===== src/rtl/norm_round_ctrl.sv =====
// FP adder back-end sequencer: drives the external normalizer, rounds to nearest-even,
// fixes up the exponent and emits a packed IEEE-754 single with overflow/underflow/zero flags.
module norm_round_ctrl #(
    parameter int unsigned EXP_W  = 8,
    parameter int unsigned FRAC_W = 23
) (
    input  logic                    clk,
    input  logic                    rst,
    input  logic                    in_valid,
    output logic                    in_ready,
    input  logic                    in_sign,
    input  logic [EXP_W-1:0]        in_exp,
    input  logic                    in_carry,
    input  logic [FRAC_W+3:0]       in_mant,
    output logic                    norm_en,
    output logic                    norm_shift_mode,
    output logic [4:0]              norm_shift_amt,
    output logic [FRAC_W+3:0]       norm_mant,
    input  logic [FRAC_W+3:0]       norm_result,
    output logic                    out_valid,
    input  logic                    out_ready,
    output logic [EXP_W+FRAC_W:0]   out_result,
    output logic                    out_ovf,
    output logic                    out_unf,
    output logic                    out_zero
);

    localparam int unsigned MAN_W = FRAC_W + 4;
    localparam int unsigned LZC_W = 5;
    localparam int unsigned EW    = EXP_W + 1;
    localparam int unsigned RW    = EXP_W + FRAC_W + 1;

    typedef enum logic [2:0] {StIdle, StShift, StRound, StAdj, StDone} state_e;

    state_e             state_q, state_d;
    logic               sign_q, sign_d;
    logic [EXP_W-1:0]   exp_q, exp_d;
    logic               carry_q, carry_d;
    logic [MAN_W-1:0]   mant_q, mant_d;
    logic [LZC_W-1:0]   lzc_q, lzc_d;
    logic [MAN_W-1:0]   m_q, m_d;
    logic [EW-1:0]      e_q, e_d;
    logic [RW-1:0]      res_q, res_d;
    logic               ovf_q, ovf_d;
    logic               unf_q, unf_d;
    logic               zero_q, zero_d;

    logic [LZC_W-1:0]   lzc_c;
    logic               lzc_found;
    logic [EW-1:0]      exp_ext, lzc_ext, e_inc, e_dec, e_adj, exp_max;
    logic               rup;
    logic               frac_co;
    logic [FRAC_W-1:0]  frac_rnd;
    logic               rnd_adj;

    // Leading-zero count of the incoming sum; an all-zero sum saturates at MAN_W-1.
    always_comb begin
        lzc_c     = LZC_W'(MAN_W - 1);
        lzc_found = 1'b0;
        for (int i = MAN_W - 1; i >= 0; i--) begin
            if (!lzc_found && in_mant[i]) begin
                lzc_c     = LZC_W'(MAN_W - 1 - i);
                lzc_found = 1'b1;
            end
        end
    end

    // Exponent math is one bit wider so wrap past the all-ones code is visible.
    always_comb begin
        exp_ext = {1'b0, exp_q};
        lzc_ext = EW'(lzc_q);
        exp_max = {1'b0, {EXP_W{1'b1}}};
        e_inc   = exp_ext + EW'(1);
        e_dec   = exp_ext - lzc_ext;
        e_adj   = e_q + EW'(1);
    end

    // Round-half-even on the captured mantissa; carry out of the full significand means ADJ.
    always_comb begin
        rup                 = m_q[2] & (m_q[1] | m_q[0] | m_q[3]);
        {frac_co, frac_rnd} = {1'b0, m_q[FRAC_W+2:3]} + (FRAC_W + 1)'(rup);
        rnd_adj             = frac_co & m_q[MAN_W-1];
    end

    always_comb begin
        state_d         = state_q;
        sign_d          = sign_q;
        exp_d           = exp_q;
        carry_d         = carry_q;
        mant_d          = mant_q;
        lzc_d           = lzc_q;
        m_d             = m_q;
        e_d             = e_q;
        res_d           = res_q;
        ovf_d           = ovf_q;
        unf_d           = unf_q;
        zero_d          = zero_q;
        in_ready        = (state_q == StIdle);
        out_valid       = (state_q == StDone);
        norm_en         = 1'b0;
        norm_shift_mode = 1'b0;
        norm_shift_amt  = '0;

        unique case (state_q)
            StIdle: begin
                if (in_valid) begin
                    sign_d  = in_sign;
                    exp_d   = in_exp;
                    carry_d = in_carry;
                    mant_d  = in_mant;
                    lzc_d   = lzc_c;
                    ovf_d   = 1'b0;
                    unf_d   = 1'b0;
                    zero_d  = 1'b0;
                    state_d = StShift;
                end
            end
            StShift: begin
                norm_en         = 1'b1;
                norm_shift_mode = ~carry_q;
                norm_shift_amt  = carry_q ? '0 : lzc_q;
                m_d             = norm_result;
                e_d             = carry_q ? e_inc : e_dec;
                if (mant_q == '0 && !carry_q) begin
                    res_d   = '0;
                    zero_d  = 1'b1;
                    state_d = StDone;
                end else if (carry_q && e_inc >= exp_max) begin
                    res_d   = {sign_q, {EXP_W{1'b1}}, {FRAC_W{1'b0}}};
                    ovf_d   = 1'b1;
                    state_d = StDone;
                end else if (!carry_q && exp_ext <= lzc_ext) begin
                    res_d   = {sign_q, {(RW - 1){1'b0}}};
                    unf_d   = 1'b1;
                    state_d = StDone;
                end else begin
                    state_d = StRound;
                end
            end
            StRound: begin
                if (rnd_adj) begin
                    state_d = StAdj;
                end else begin
                    res_d   = {sign_q, e_q[EXP_W-1:0], frac_rnd};
                    state_d = StDone;
                end
            end
            StAdj: begin
                if (e_adj >= exp_max) begin
                    res_d = {sign_q, {EXP_W{1'b1}}, {FRAC_W{1'b0}}};
                    ovf_d = 1'b1;
                end else begin
                    res_d = {sign_q, e_adj[EXP_W-1:0], {FRAC_W{1'b0}}};
                end
                e_d     = e_adj;
                state_d = StDone;
            end
            StDone: begin
                if (out_ready) begin
                    state_d = StIdle;
                end
            end
            default: state_d = StIdle;
        endcase
    end

    always_ff @(posedge clk or posedge rst) begin
        if (rst) begin
            state_q <= StIdle;
            sign_q  <= 1'b0;
            exp_q   <= '0;
            carry_q <= 1'b0;
            mant_q  <= '0;
            lzc_q   <= '0;
            m_q     <= '0;
            e_q     <= '0;
            res_q   <= '0;
            ovf_q   <= 1'b0;
            unf_q   <= 1'b0;
            zero_q  <= 1'b0;
        end else begin
            state_q <= state_d;
            sign_q  <= sign_d;
            exp_q   <= exp_d;
            carry_q <= carry_d;
            mant_q  <= mant_d;
            lzc_q   <= lzc_d;
            m_q     <= m_d;
            e_q     <= e_d;
            res_q   <= res_d;
            ovf_q   <= ovf_d;
            unf_q   <= unf_d;
            zero_q  <= zero_d;
        end
    end

    assign norm_mant  = mant_q;
    assign out_result = res_q;
    assign out_ovf    = ovf_q;
    assign out_unf    = unf_q;
    assign out_zero   = zero_q;

endmodule


===== config.mk =====
export PLATFORM = sky130hd
export DESIGN_NAME = norm_round_ctrl
export DESIGN_NICKNAME = d
export VERILOG_FILES = /design/src/rtl/norm_round_ctrl.sv
export SDC_FILE = /design/constraint.sdc
export NUM_CORES = 1
export LEC_CHECK = 0
export ABC_CLOCK_PERIOD_IN_PS = 8760
export BUFFER_PORTS_ARGS = -buffer_cell sky130_fd_sc_hd__buf_2
export CAP_MARGIN = 20
export CORE_MARGIN = 1.5
export CORE_UTILIZATION = 35
export CTS_BUF_LIST = sky130_fd_sc_hd__clkbuf_4
export DETAILED_ROUTE_END_ITERATION = 7
export PLACE_DENSITY_LB_ADDON = 0.2
export SYNTH_ARGS = -nofsm -noshare
export SYNTH_HDL_FRONTEND = slang
export SYNTH_SLANG_ARGS = --single-unit

===== constraint.sdc =====
create_clock -name clk -period 8.76 [get_ports clk]
set_input_delay 1.752 -clock clk [delete_from_list [all_inputs] [get_ports clk]]
set_output_delay 1.752 -clock clk [all_outputs]
set_load 0.005 [all_outputs]

==> flow_results.org <==
** Drt
- Number of optimization iterations in the first detailed-route pass :: 5
- After the first detailed-routing iteration, the DRC count stood at 279.
- After detailed routing, the total wire length is 16200 um.
- Vias per cell :: 5.04
- Number of nets with antenna violations after detailed routing :: 0
- Final routed DRC violation total :: 0
- Number of vias after detailed routing :: 5499
- Final routed wire length divided by cell count :: 14.8 um

** Global route
- Global routing usage summed across all routing layers :: 0.184
- Congestion Overflow GR :: 0
- Largest net degree at the start of global routing :: 64
- The first global-routing pass estimated 26300 um of wire.
- The via count of the first global-routing pass is 5214.
- Initial antenna violation count :: 1

** Synth
- EDFF count, synth :: 0
- Of the total synthesized cell area, the portion taken by XOR and XNOR cells is 0.0484.
- Net count after synthesis :: 809
- Of the total synthesized cell area, the portion taken by full adders, half adders and majority gates is 0.0236.
- Measured against the total synthesized area, the mux share comes to 0.00691.
- Leading register cell type out of synthesis :: sky130_fd_sc_hd__dfrtp_1
- Syn Inst Count :: 730
- After synthesis the cells add up to 0.00616 sq mm.
- The Yosys step of the flow raised 0 warnings.
- Average size of a mapped cell :: 8.43 sq um
- The fraction of the mapped netlist area in compound gates was 0.136.
- Synthesis instantiated 57 different standard cells from the library.
- Of the synthesized area, sequential elements account for 0.472.
- Simple logic cell fraction of the synthesized area :: 0.268
- By area, the combinational part of the netlist is dominated by simple AND/OR/NAND/NOR gates.
- Total of flip-flops plus latches after synthesis :: 116
- Share of async-settable or async-resettable flops after synthesis :: 1.00

** Clocking
- Once the clock tree was built, the resizer swapped 0 gates to a different size.
- TritonCTS built the clock tree.
- Clock sinks :: 116
- For the worst-skew pair, the clock arrives at the later sink with an insertion delay of 0.56 ns.
- Max clock buf depth :: 2
- Count of hold-fix buffers inserted at cts :: 0
- CTS built an H-tree with a depth of 4.
- Post-CTS timing repair inserted 0 buffers for setup.
- Clock tree synthesis inserted a total of 17 buffers.
- Clock-pin slew reported for the worst setup and hold paths after clock tree synthesis :: 0.12 ns
- The tree is rooted in a sky130_fd_sc_hd__clkbuf_4.

** Critical path
- Startpoint of the worst setup timing path :: state_q[0]
- On the critical path, the stage with the largest delay is an instance of sky130_fd_sc_hd__dfrtp_1.
- STA puts the critical path data required time at 7.01 ns.
- Cell family with the largest share of critical-path delay :: simple AND/OR/NAND/NOR gates
- For flop-to-flop paths, the worst setup slack is 5.78 ns.
- Following the worst setup path forward leads to its endpoint at norm_en.
- STA classifies the critical path endpoint as an output pin.
- WP buf/inv :: 3
- Counting cells, the worst reg-to-reg path comes to 8.
- The worst setup path is launched from a flip-flop.
- Critical R2R Launch :: state_q[1]
- The endpoint identified for the worst register-to-register timing path is out_result[24].
- In this run the number of cells on the critical path is 5.
- Crit-path max cell delay :: 0.57 ns
- CP Cell Sequence :: and2b_1 -> nand2b_1 -> buf_4 -> clkinv_1 -> buf_2
- Highest net fanout along the worst path :: 27
- At the worst endpoint, the arrival time is 2.47 ns.
- Classification of the worst setup path :: flip-flop to output pin

** Floorplanning
- The initialized floorplan defines 48 standard-cell rows.
- For this configuration, the core starts out at a cell density of 0.357.
- Area of the die :: 0.0184 sq mm
- Overall die height :: 136 um
- Placeable Area :: 0.0172 sq mm
- In this run the horizontal extent of the chip is 136 um.
- 139 I/O pins were placed.

** Run status
- The run finished with clean final reports.

** Pwr
- Worst-case vdd ir drop :: 0.000134 V
- Leakage power of the design :: 3.60 nW
- Dividing total power by cell area gives a power density of 339 mW/mm^2.

** Placed design
- Routability-driven placement finished with a final weighted congestion of 0.888.
- Once detailed placement completed, the half-perimeter wirelength came to 11700 um.
- Number of buffers inserted by port buffering :: 138

** Layout
- The net count of the finished layout is 931.
- The library cell used most frequently in the layout, excluding fill and tap cells, is sky130_fd_sc_hd__nand2_1.
- Fraction of layout cells with a size suffix above 1 :: 0.213
- Filler cell count :: 1777
- Seq. cell area :: 0.00290 sq mm
- The area growth from synthesis to layout is 17.4%.
- Once layout is complete, the utilization of the core stands at 0.419.
- In the final layout, the multi-input gates occupy 0.00297 sq mm.
- In the layout the commonest cells are 245 x sky130_fd_sc_hd__nand2_1, 138 x sky130_fd_sc_hd__buf_2, 116 x sky130_fd_sc_hd__dfrtp_1.

** STA
- In the finished design, the share of the clock period the worst path needs comes to 0.482.
- At the pin with the least slew margin, the transition time is 0.829 ns.
- Between clock sinks in the finished design, the worst skew comes to 0.0207 ns.
- In this run the tightest slew margin relative to its limit is 0.442.
- Number of hold violations in the final report :: 0
- For the final routed database, the setup TNS stands at 0 ns.
- Setup repair after global routing missed its margin :: no
- The clock period could shrink to 4.23 ns.
- Number of endpoints failing setup at the final stage :: 0
- Derived from the worst setup path, the maximum achievable clock frequency is 237 MHz.
- Final Slew Violations :: 0

** Hold path
- The min-delay analysis places its worst path in the category flip-flop to flip-flop.
- Min-delay src :: out_result[7]

** Run
- Across the run, the number of max-cap violations was 0.
-- metrics by stage --
step	cells	setup WS (ns)	total power (W)	hold WS (ns)	area (sq um)
3_3_place_gp	1058	5.11	0.00210	0.459	6970
3_5_place_dp	1058	5.11	0.00210	0.463	6970
6_report	1092	4.53	0.00245	0.484	7230
4_1_cts	1090	4.48	0.00248	0.491	7220
2_1_floorplan	730	3.94	0.00176	0.439	6160
5_1_grt	1092	4.35	0.00268	0.508	7230
-- worst min path at each step --
stage,depth (start not counted),to
after detailed placement,2,m_q[26]
after floorplan,2,sign_q
after global routing,1,out_result[27]
after CTS,2,out_result[7]
after global placement,1,out_result[28]
final,2,out_result[7]
-- cells in the mapped netlist (all sizes together), types with 4 or more instances --
library cell	number	area, sq um
a21o	13	97.6
a21oi	16	80.1
a31oi	13	87.6
and2	6	37.5
and3	8	50.1
buf	18	123
clkbuf	23	87.6
dfrtp	116	2900
ha	10	125
inv	18	67.6
nand2	245	920
nand2b	6	37.5
nand3	18	90.1
nand4	10	62.6
nor2	37	139
nor2b	5	31.3
nor3	18	100
nor4	12	75.1
o21ai	38	190
o22ai	4	25.0
o31a	4	35.0
o31ai	13	97.6
xnor2	18	158
xor2	16	140
-- logic make-up (layout without fill, tap and decap cells) --
kind of cell	Yosys count	in the layout
buffers and inverters	60	195
other	0	2
AND/OR/NAND/NOR	379	379
adder cells (fa/ha/maj)	11	11
XOR/XNOR	34	34
multiplexers	3	3
flip-flops	116	116
AO/OA/AOI/OAI	127	127
-- final cells by class --
class / count / share of cell area
antenna: 2 / 0.000692
clock buffer: 17 / 0.0177
clock inverter: 15 / 0.0182
inverter: 19 / 0.0102
multi-input combinational: 554 / 0.411
sequential: 116 / 0.402
tap: 225 / 0.0389
timing repair buffer: 144 / 0.102
-- where the power goes --
| part | internal (W) | leakage [nW] | switching (W) |
|---|---|---|---|
| Sequential | 0.000765 | 1.47 | 0.000268 |
| Combinational | 0.000448 | 2.00 | 0.000601 |
| Clock | 0.000141 | 0.131 | 0.000227 |
| Total | 0.00135 | 3.60 | 0.00110 |
-- sequential cells by signal, summed over array words and instances, names as in the netlist --
register,count
carry_q,1
norm_mant,27
out_zero,1
lzc_q,5
e_q,9
out_unf,1
state_q,3
sign_q,1
out_result,32
m_q,27
out_ovf,1
exp_q,8
-- worst min-delay path, delay by kind of cell (launching register included) --
| kind | cells | cell delay (ns) |
|---|---|---|
| compound gates | 1 | 0.06 |
| flops | 1 | 0.35 |
| simple gates | 1 | 0.05 |
-- routing by layer --
layer  vias to the layer above  wire length, um  track usage
met5                         -                0            0
met4                         0              263       0.0568
met3                        21             1050       0.0509
met2                       164             7530        0.295
met1                      2589             7360        0.241
li1                       2725                -            -
Note: power is estimated with default switching activity, not from simulation.
